==> config.mk <==
export PLATFORM = sky130hd
export DESIGN_NAME = maze_bitmap
export DESIGN_NICKNAME = d
export VERILOG_FILES = /design/src/rtl/maze_pkg.sv /design/src/rtl/maze_path_checker_bitmap.sv
export SDC_FILE = /design/constraint.sdc
export NUM_CORES = 1
export LEC_CHECK = 0
export ABC_AREA = 0
export CAP_MARGIN = 0
export CORE_MARGIN = 3
export CORE_UTILIZATION = 40
export CTS_CLUSTER_SIZE = 8
export DETAILED_ROUTE_END_ITERATION = 10
export GPL_TIMING_DRIVEN = 0
export SETUP_SLACK_MARGIN = 0.5
export SLEW_MARGIN = 20
export SYNTH_ARGS = -nofsm -noshare
export SYNTH_HDL_FRONTEND = slang
export SYNTH_SLANG_ARGS = --single-unit
==> constraint.sdc <==
create_clock -name clk -period 10.32 [get_ports clk]
set_input_delay 3.096 -clock clk [delete_from_list [all_inputs] [get_ports clk]]
set_output_delay 3.096 -clock clk [all_outputs]
set_load 0.05 [all_outputs]
==> src/rtl/maze_pkg.sv <==
// Shared constants for the maze path checker: geometry, direction and
// error encodings, FSM state encoding and the row-major cell address helper.
package maze_pkg;

   localparam int MAZE_WIDTH  = 17;
   localparam int COORD_WIDTH = 5;
   localparam int STEP_WIDTH  = 9;

   localparam int CELLS      = MAZE_WIDTH * MAZE_WIDTH;
   localparam int ADDR_WIDTH = $clog2(CELLS);

   localparam logic [STEP_WIDTH-1:0]  MAXSTEP    = STEP_WIDTH'(CELLS - 1);
   localparam logic [COORD_WIDTH-1:0] LAST_COORD = COORD_WIDTH'(MAZE_WIDTH - 1);

   // Direction beat encoding from the solver
   localparam logic [1:0] RIGHT = 2'd0;  // y+1
   localparam logic [1:0] DOWN  = 2'd1;  // x+1
   localparam logic [1:0] LEFT  = 2'd2;  // y-1
   localparam logic [1:0] UP    = 2'd3;  // x-1

   // Rejection reasons reported on err_code
   localparam logic [1:0] ERR_NONE  = 2'd0;
   localparam logic [1:0] ERR_OOB   = 2'd1;
   localparam logic [1:0] ERR_WALL  = 2'd2;
   localparam logic [1:0] ERR_TRUNC = 2'd3;

   // Checker FSM states
   localparam logic [1:0] ST_IDLE   = 2'd0;
   localparam logic [1:0] ST_LOAD   = 2'd1;
   localparam logic [1:0] ST_TRACK  = 2'd2;
   localparam logic [1:0] ST_REPORT = 2'd3;

   // Row-major linear address of cell (x = row, y = column)
   function automatic logic [ADDR_WIDTH-1:0] cell_addr(input logic [COORD_WIDTH-1:0] x,
                                                      input logic [COORD_WIDTH-1:0] y);
      return ADDR_WIDTH'(x) * ADDR_WIDTH'(MAZE_WIDTH) + ADDR_WIDTH'(y);
   endfunction

endpackage

==> src/rtl/maze_path_checker_bitmap.sv <==
// One-bit-per-cell maze storage: synchronous write port used during load,
// combinational read port used to look up the cell a move lands on.
module maze_bitmap
   import maze_pkg::*;
(
   input  logic                   clk,
   input  logic                   wr_en,
   input  logic [COORD_WIDTH-1:0] wr_x,
   input  logic [COORD_WIDTH-1:0] wr_y,
   input  logic                   wr_bit,
   input  logic [COORD_WIDTH-1:0] rd_x,
   input  logic [COORD_WIDTH-1:0] rd_y,
   output logic                   rd_bit
);

   logic [CELLS-1:0]      cells;
   logic [ADDR_WIDTH-1:0] rd_addr;

   assign rd_addr = cell_addr(rd_x, rd_y);
   // Addresses past the last cell only occur for out-of-bounds moves, which
   // are rejected before the read value matters; return 0 to stay in range.
   assign rd_bit  = (rd_addr < ADDR_WIDTH'(CELLS)) ? cells[rd_addr] : 1'b0;

   // Store one cell per load beat
   // NOTE: no reset on the storage -- every load rewrites all cells before
   // tracking reads any of them. Non-blocking (<=) is used for all clocked
   // state so every register samples pre-edge values.
   always_ff @(posedge clk) begin
      if (wr_en) begin
         cells[cell_addr(wr_x, wr_y)] <= wr_bit;
      end
   end

endmodule

==> impl_metrics.yaml <==
floorplan:
  chipHeight_um: 189.4
  die-area_sq_um: 35880
  fp-row-count: 66
  die_w_um: 189.4
  pin_count: 24
  initial_core_util: 0.4095
  fp.coreArea_sq_um: 32870
placement:
  hpwl_mm: 22.92
  gp_congestion: 0.8486
  dp_cells: 1429
  port_buffers: 23
  dp_slack_ns: -1.479
cells_and_area:
  reg.largest.list: "cells: 289 flops"
  final_cells: 1486
  area_growth_pct: 17.40
  largest-register: "cells"
  fillerInstances: 2964
  final_layout_size_suffix_gt1_frac: 0.1705
  layout.nets: 1100
  largest_reg_flops: 289
  num_antenna_cells: 0
clock_network:
  h-tree-depth: 2
  cts_tree: "done"
  clockRootBuffer: "clkbuf_16"
  clockBufferDepth: 3
  numCtsBuffers: 42
  clk_pin_slew_ns: 0.04
  clock-sinks: 289
synth:
  ys.flop_type: "edfxtp_1"
  synth-seq-area-share: 0.6448
  ys_async_sr_fraction: 0
  synth_compound_gate_area_share: 0.03031
  muxShareOfSynthArea: 0.1346
  syn-cell-area_sq_um: 13460
  synth_fp_nets: 1019
  synth-seq-cells: 289
  yosys_warnings: 0
  synth_xor_area_frac: 0.008460
  syn_inst: 961
  synth_top_family_by_area: "multiplexers"
  avgSynthCellArea_sq_um: 14.00
  ys_types: 49
  synthAdderAreaFrac: 0.03477
  synthSimpleGateAreaFrac: 0.1191
  synth-edff-count: 289
critical_path:
  critical_path_class: "in2out"
  crit_family: "adder cells"
  cp-end-kind: "output pin"
  critPathRequiredTime_ns: 7.22
  crit_path_start_kind: "input port"
  cp_common_cell: "ha_1"
  path_cells: "clkdlybuf4s50_1, ha_1, ha_1, ha_1, ha_4, xnor2_4, buf_12, mux4_2, a211oi_4, o211ai_1, a311o_1, buf_6"
  path_buf_inv: 3
  worstPathMaxFanout: 4
  crit_slowest_cell: "mux4_2"
  cp.arrival_ns: 6.64
  critPathMaxStageDelay_ns: 0.54
sta:
  max_freq_ghz: 0.1027
  worst_pin_slew_ns: 1.074
  fin_crit_sh: 0.9432
  max_slew_margin: 0.2837
  rsz0062_at_grt: "false"
  period_needed_ns: 9.733
  hold_ws_ns: 3.000
  finalSetupViolCount: 0
  fin_ws_ns: 0.5865
  finalHoldViolations: 0
  slew_violations: 0
route:
  via_per_inst: 5.744
  postRouteWirelength_mm: 36.56
  antenna_left: 0
  drt-initial-drc-count: 1118
  wl_per_cell_um: 24.60
  drc_errors: 0
  dr.pass1.iters: 5
  vias: 8535
outcome:
  outcome: "completed"
grt:
  use_met3: 0.03647
  busiest_layer: "met2"
  use_met1: 0.2944
  grt_antenna_before_repair: 0
  track_usage: 0.2053
  grt_pass1_wl_mm: 54.66
  grt_max_degree: 122
  globalRouteOverflowTotal: 0
  grt_pass1_vias: 8580
  use_met2: 0.3232
job:
  cap_violations: 0
power_and_ir_drop:
  ir_drop_mv: 0.1075
  p_per_area_nw_per_um2: 195.2
  p_leak_nw: 4.946
min_path:
  worst_hold_path_type: "in2reg"
what timing repair did:
action / 4_1_cts / 5_1_grt
cloned: 1 / 0
buffers inserted: 6 / 4
resized for setup: 70 / 18
pin swaps: 12 / 13
endpoints found under the setup margin: 1 / 1
hold buffers: 0 / 0
metal layers:
metal  vias up  wire (um)
met3        68       3024
met2       375      17120
met4         0        992
met1      4383      15430
met5         -          0
li1       3709          -
worst paths after layout:
| check | startpoint | depth (start not counted) | slack [ns] | to |
|---|---|---|---|---|
| worst max-delay path | rd_y[4] | 12 | 0.59 | rd_bit |
| worst min-delay path | wr_bit | 1 | 3.00 | cells[38]$_DFFE_PP_ |
cells by family (layout without fill, tap and decap cells):
group,count (synthesis),in the layout
compound gates,56,56
xor+xnor,13,13
fa+ha+maj,35,35
buf+inv,85,168
flops,289,289
mux,89,89
simple gates,394,394
final cells by class:
cell class / instances / area (sq um) / share of cell area
Timing Repair Buffer: 37 / 427.9 / 0.02708
Tap cell: 442 / 553.0 / 0.03500
Clock buffer: 44 / 1080 / 0.06834
Sequential cell: 289 / 8678 / 0.5493
Multi-Input combinational cell: 587 / 4588 / 0.2904
Buffer: 69 / 395.4 / 0.02502
Clock inverter: 2 / 17.52 / 0.001109
Inverter: 16 / 60.06 / 0.003801
synth_stat cells, types with 8 or more instances:
cell type  count  area share
inv_1         16      0.0045
edfxtp_1     289        0.64
buf_2          8      0.0030
nand3_1       34       0.013
mux2i_1       13      0.0097
ha_1          31       0.029
nor2b_1       10      0.0046
mux4_1        10       0.020
clkbuf_1      53       0.015
xnor2_1        9      0.0059
a21oi_1       10      0.0037
nor2_1       299       0.083
mux4_2        60        0.10
nand2_1       27      0.0075
report_power, final:
part | internal (mW) | leakage, nW | total, mW | switching, mW
sequential | 1.30 | 2.60 | 1.30 | 0.00106
combinational | 0.232 | 1.81 | 0.594 | 0.363
clock | 0.729 | 0.540 | 1.19 | 0.461
total | 2.26 | 4.95 | 3.08 | 0.824
placed cells by master, fill, tap and decap left out, drive strengths merged, types with 9 or more instances in the layout:
cell type / Yosys / layout
mux4: 70 / 70
inv: 16 / 17
ha: 31 / 31
clkdlybuf4s50: 0 / 12
clkbuf: 53 / 100
nor2b: 10 / 10
nor2: 299 / 299
xnor2: 9 / 9
edfxtp: 289 / 289
mux2i: 13 / 13
buf: 16 / 30
nand2: 27 / 27
a21oi: 10 / 10
nand3: 34 / 34
through the flow:
| stage | instance area, sq um | util | power (mW) | setup TNS, ns |
|---|---|---|---|---|
| 2_1_floorplan | 13460 | - | 1.638 | 0 |
| 3_3_place_gp | 14240 | 0.4333 | 1.840 | -199.47 |
| 3_5_place_dp | 14320 | 0.4357 | 1.838 | -1.479 |
| 4_1_cts | 15720 | 0.4782 | 3.083 | 0 |
| 5_1_grt | 15800 | 0.4807 | 3.177 | 0 |
| 6_report | 15800 | 0.4807 | 3.084 | 0 |
No activity file was read; power rests on OpenSTA's default activity.
